File: src/rtl/instr_fetch_queue_pkg.sv
// Shared sizing defaults and FSM encodings for the instruction fetch queue.
package instr_fetch_queue_pkg;

  localparam int WIDTH  = 16;
  localparam int DEPTH  = 8;
  localparam int ADDR_W = 3;
  localparam int PC_W   = 8;

  typedef enum logic {
    ST_IDLE  = 1'b0,
    ST_ISSUE = 1'b1
  } state_t;

endpackage

File: src/rtl/instr_fifo.sv
// Instruction FIFO: registered level, head word visible one cycle after its push (no bypass).
// Backpressure: push_rdy drops while full; a same-cycle pop does not reopen it until the next cycle.
module instr_fifo
  import instr_fetch_queue_pkg::*;
#(
  parameter int FW = WIDTH,
  parameter int FD = DEPTH,
  parameter int FA = ADDR_W
) (
  input  logic          clk,
  input  logic          resetn,
  input  logic          push_vld,
  input  logic [FW-1:0] push_dat,
  output logic          push_rdy,
  input  logic          pop,
  output logic [FW-1:0] head_dat,
  output logic [FA:0]   level
);

  logic [FW-1:0] mem [FD];
  logic [FA-1:0] wr_ptr;
  logic [FA-1:0] rd_ptr;
  logic          push;

  assign push_rdy = (level != (FA+1)'(FD));
  assign push     = push_vld & push_rdy;
  assign head_dat = mem[rd_ptr];

  always_ff @(posedge clk) begin
    if (push) mem[wr_ptr] <= push_dat;
  end

  // Pointers wrap naturally because the depth is a power of two.
  always_ff @(posedge clk or negedge resetn) begin
    if (!resetn) begin
      wr_ptr <= '0;
      rd_ptr <= '0;
      level  <= '0;
    end else begin
      if (push) wr_ptr <= wr_ptr + FA'(1);
      if (pop)  rd_ptr <= rd_ptr + FA'(1);
      case ({push, pop})
        2'b10:   level <= level + (FA+1)'(1);
        2'b01:   level <= level - (FA+1)'(1);
        default: level <= level;
      endcase
    end
  end

endmodule

File: src/rtl/instr_fetch_queue.sv
// Feeds queued instructions to the core one at a time, holding iin until done; counts retirements.
// Latency 2 cycles push-to-iin on an idle queue; back-to-back issue with no bubble while words remain.
module instr_fetch_queue
  import instr_fetch_queue_pkg::*;
(
  input  logic              clk,
  input  logic              resetn,
  input  logic              load_valid,
  input  logic [WIDTH-1:0]  load_data,
  output logic              load_ready,
  input  logic              done,
  output logic [WIDTH-1:0]  iin,
  output logic              iin_valid,
  output logic [PC_W-1:0]   pc,
  output logic [ADDR_W:0]   level,
  output logic              spurious_done
);

  state_t            state, state_nxt;
  logic [WIDTH-1:0]  iin_nxt;
  logic              iin_valid_nxt;
  logic [PC_W-1:0]   pc_nxt;
  logic              spurious_nxt;
  logic              pop;
  logic [WIDTH-1:0]  head_dat;
  logic              have_word;

  instr_fifo u_fifo (
    .clk      (clk),
    .resetn   (resetn),
    .push_vld (load_valid),
    .push_dat (load_data),
    .push_rdy (load_ready),
    .pop      (pop),
    .head_dat (head_dat),
    .level    (level)
  );

  assign have_word = (level != '0);

  always_ff @(posedge clk or negedge resetn) begin
    if (!resetn) begin
      state         <= ST_IDLE;
      iin           <= '0;
      iin_valid     <= 1'b0;
      pc            <= '0;
      spurious_done <= 1'b0;
    end else begin
      state         <= state_nxt;
      iin           <= iin_nxt;
      iin_valid     <= iin_valid_nxt;
      pc            <= pc_nxt;
      spurious_done <= spurious_nxt;
    end
  end

  always_comb begin
    state_nxt     = state;
    iin_nxt       = iin;
    iin_valid_nxt = iin_valid;
    pc_nxt        = pc;
    spurious_nxt  = spurious_done;
    pop           = 1'b0;
    case (state)
      ST_IDLE: begin
        if (done) spurious_nxt = 1'b1;
        if (have_word) begin
          pop           = 1'b1;
          iin_nxt       = head_dat;
          iin_valid_nxt = 1'b1;
          state_nxt     = ST_ISSUE;
        end
      end
      ST_ISSUE: begin
        if (done) begin
          pc_nxt = pc + PC_W'(1);
          if (have_word) begin
            pop     = 1'b1;
            iin_nxt = head_dat;
          end else begin
            iin_nxt       = '0;
            iin_valid_nxt = 1'b0;
            state_nxt     = ST_IDLE;
          end
        end
      end
    endcase
  end

endmodule

File: config.mk
export PLATFORM = sky130hd
export DESIGN_NAME = instr_fetch_queue
export DESIGN_NICKNAME = d
export VERILOG_FILES = /design/src/rtl/instr_fetch_queue_pkg.sv /design/src/rtl/instr_fifo.sv /design/src/rtl/instr_fetch_queue.sv
export SDC_FILE = /design/constraint.sdc
export NUM_CORES = 1
export LEC_CHECK = 0
export ABC_AREA = 1
export ABC_CLOCK_PERIOD_IN_PS = 5000
export BUFFER_PORTS_ARGS = -buffer_cell sky130_fd_sc_hd__buf_4
export CAP_MARGIN = 0
export CORE_ASPECT_RATIO = 1.75
export CORE_UTILIZATION = 64
export DETAILED_ROUTE_END_ITERATION = 10
export PLACE_DENSITY = 0.94
export SKIP_LAST_GASP = 1
export SLEW_MARGIN = 5
export SYNTH_ARGS = -nofsm -noshare
export SYNTH_HDL_FRONTEND = slang
export SYNTH_SLANG_ARGS = --single-unit
File: constraint.sdc
create_clock -name clk -period 5 [get_ports clk]
set_input_delay 1 -clock clk [delete_from_list [all_inputs] [get_ports clk]]
set_output_delay 1 -clock clk [all_outputs]
set_load 0.02 [all_outputs]
==> summary.md <==
| Metric | Value |
|---|---|
| Vias | `about 4700` |
| Share of cells above drive strength 1 | `0.157` |
| P&R area growth vs syn | `15.4%` |
| Final Critical Period | `2.51 ns` |
| Max Used Layer | `met4` |
| Critical Path RT | `5.03 ns` |
| I/O Buffers | `50` |
| Detailed-placement wirelength estimate | `slightly below 9000 um` |
| Critical Path AT | `approximately 2.5 ns` |
| Post-Synth Simple-Gate Area | `0.148` |
| Synth top area cells | `edfxtp_1 (58%), dfrtp_1 (14%), nor2_1 (7.1%)` |
| Total die area | `10800 sq um` |
| Slowest-stage cell, CP | `nor2_1` |
| Post-CTS setup buffers | `0` |
| Post-route DRC violation count | `0` |
| Sink Count | `~170` |
| Ports | `51` |
| Register area share after synthesis | `0.717` |
| Placed inst area | `just over 7000 sq um` |
| Final worst path period share | `0.502` |
| Met3 wire length | `about 1500 um` |
| Slew headroom | `0.143` |
| Ys flop type | `edfxtp_1` |
| Row count | `48` |
| Fin. max-slew vios | `0` |
| Crit Path Max Fanout | `16` |
| Total gr overflow | `0` |
| Clk_lat worst skew | `around 0.43 ns` |
| Clk root buf | `clkbuf_16` |
| Resize count post-CTS | `0` |
| Crit Path Category | `primary input to register` |
| RSZ-0062 raised after global routing | `no` |
| Mux cell area share after synthesis | `0` |
| TNS Setup | `0 ns` |
| Area occupied by multi-input gates | `1660 sq um` |
| DR pass1 iterations | `6` |
| Top cell type's share of synthesized area | `0.578` |
| Final net count | `631` |
| Pleak | `0.00296 uW` |
| Via density | `roughly 6.4` |
| N_diodes | `0` |
| Post-Syn Area | `roughly 6600 sq um` |
| Final setup vio count | `0` |
| Final hold violation count | `0` |
| Area leader, netlist | `edfxtp_1` |
| Core area | `~10000 sq um` |
| # hold bufs at CTS | `0` |
| Most frequent cell after synthesis | `edfxtp_1` |
| Chip height | `between 100 and 150 um` |
| Synth Warn # | `0` |
| Outcome | `finished clean` |
| EDFF count, synth | `around 130` |
| CTS tree | `done` |
| Yosys reg bits | `around 170` |
| Avg Cell Area, Syn | `about 12 sq um` |
| Initial drt markers | `660` |
| Synthesized Nets | `578` |
| Setup ws final | `2.49 ns` |
| Synth unique cells | `25` |
| Wirelength per Cell | `~21 um` |
| Main combinational cell family by area after synthesis | `simple AND/OR/NAND/NOR gates` |
| Initial Util | `0.667` |
| Ys async rst share | `0.224` |
| Die width | `between 70 and 80 um` |
| Worst setup SP type | `primary input` |
| Synth Area in Compound Gates | `0.0734` |
| Met2 wire length | `~8200 um` |
| Num CTS Buffers | `17` |
| First-pass GRT wire length | `24100 um` |
| Met1 WL | `5260 um` |
| Design area | `between 7000 and 8000 sq um` |
| Cells along the critical path | `buf_4 > nand2_1 > or2_1 > nor2_1` |
| H-tree levels | `4` |
| Commonest cells post-synth | `edfxtp_1 (128), nor2_1 (126), nand2_1 (66)` |
| Tightest Pin Transition | `between 1 and 1.5 ns` |
| Post-synthesis adder-cell area fraction | `0.0113` |
| GRT Overall Usage | `0.312` |
| Synth Area in XOR/XNOR | `0.0158` |
| Total design power | `~5000 uW` |
| FF/Latch Area | `4770 sq um` |
| CTS Buffer Depth | `2` |
| Worst-path clk slew | `0.06 ns` |
| Syn Inst Count | `around 550` |
| Initial antenna violation count | `0` |
| Place WS | `between 2 and 2.5 ns` |
| Min-Delay Path Class | `register to register` |
| Crit-path max cell delay | `around 0.98 ns` |
| Gpl congestion | `roughly 0.86` |
| Final ANT Viol Nets | `0` |
| Max-cap violations | `0` |
| Fillers | `approximately 580` |
| Worst hold slack | `between 0.4 and 0.5 ns` |
| Clk_skew | `~0.012 ns` |
| Overall routed net length | `15700 um` |
| Critical Path Sink Type | `register` |
| Vias in the first global route | `between 4000 and 5000` |
| Largest net degree at the start of global routing | `slightly below 70` |
| Maximum vdd ir drop | `between 0.4 and 0.5 mV` |
| PwrDens | `643 nW/um^2` |
| Peak Freq | `398 MHz` |
[cells in the final DEF (no fill, tap or decap)]
cell type / instances
nor2_1: 126
inv_1: 12
or2_1: 1
nor3_1: 1
a21o_1: 1
o211ai_1: 16
ha_1: 6
dfrtp_1: 37
nand3_1: 38
inv_2: 4
nand2_1: 66
clkinvlp_4: 3
clkinv_4: 4
edfxtp_1: 128
inv_6: 3
bufinv_16: 2
clkbuf_1: 1
clkinv_2: 2
a21oi_1: 3
xnor2_1: 3
clkbuf_16: 17
o21ai_1: 28
xor2_1: 9
clkinv_1: 1
buf_4: 59
o21ai_0: 41
nand4_1: 3
nor2_2: 1
nor2_8: 2
[report_power, final]
part	total (uW)	internal [uW]	leakage (uW)	switching, uW
Clock	1280	740	0.000277	535
Combinational	1690	535	0.00107	1150
Sequential	1970	1790	0.00161	182
[final cells by class]
type | instances | share of cell area
Tap cell | 125 | 0.0204
Clock buffer | 18 | 0.0559
Inverter | 17 | 0.00832
Multi-Input combinational cell | 345 | 0.216
Clock inverter | 14 | 0.0201
Sequential cell | 165 | 0.622
Timing Repair Buffer | 59 | 0.0577
[kinds of logic after synthesis]
group | count (synthesis)
xor+xnor | 12
buf+inv | 42
compound gates | 89
flops | 165
simple gates | 238
fa+ha+maj | 6
[final timing paths]
path,start,to,slack [ns],depth (start not counted)
worst max-delay path,load_valid,u_fifo.mem[2][0]$_DFFE_PP_,2.49,4
worst min-delay path,spurious_done$_DFFE_PN0P_,spurious_done$_DFFE_PN0P_,0.47,1
worst max register to register,u_fifo.level[0]$_DFFE_PN0P_,u_fifo.mem[2][0]$_DFFE_PP_,2.50,5
worst min register to register,spurious_done$_DFFE_PN0P_,spurious_done$_DFFE_PN0P_,0.47,1
max in group asynchronous,resetn,iin[5]$_DFFE_PN0P_,4.13,1
min in group asynchronous,resetn,u_fifo.wr_ptr[0]$_DFFE_PN0P_,0.53,1
[metal layers]
| metal | vias to the layer above | track usage |
|---|---|---|
| met5 | - | 0 |
| met4 | 0 | 0.177 |
| met3 | 78 | 0.0820 |
| met2 | 385 | 0.526 |
| met1 | 2251 | 0.357 |
| li1 | 2029 | - |
[flip-flops by register name, summed over array words and instances, names as in the netlist]
signal	count
pc	8
iin_valid	1
u_fifo.level	4
u_fifo.wr_ptr	3
spurious_done	1
state	1
iin	16
u_fifo.mem	128
u_fifo.rd_ptr	3
[worst max-delay path: cells and delay by family]
family	cells	cell delay, ns
simple gates	3	1.46
buf+inv	1	0.08
[per-stage QoR]
step	cells	utilization
5_1_grt	743	0.769
3_3_place_gp	711	0.711
2_1_floorplan	552	-
4_1_cts	743	0.769
3_5_place_dp	711	0.711
6_report	743	0.769
Power figures use the tool's default switching activity.
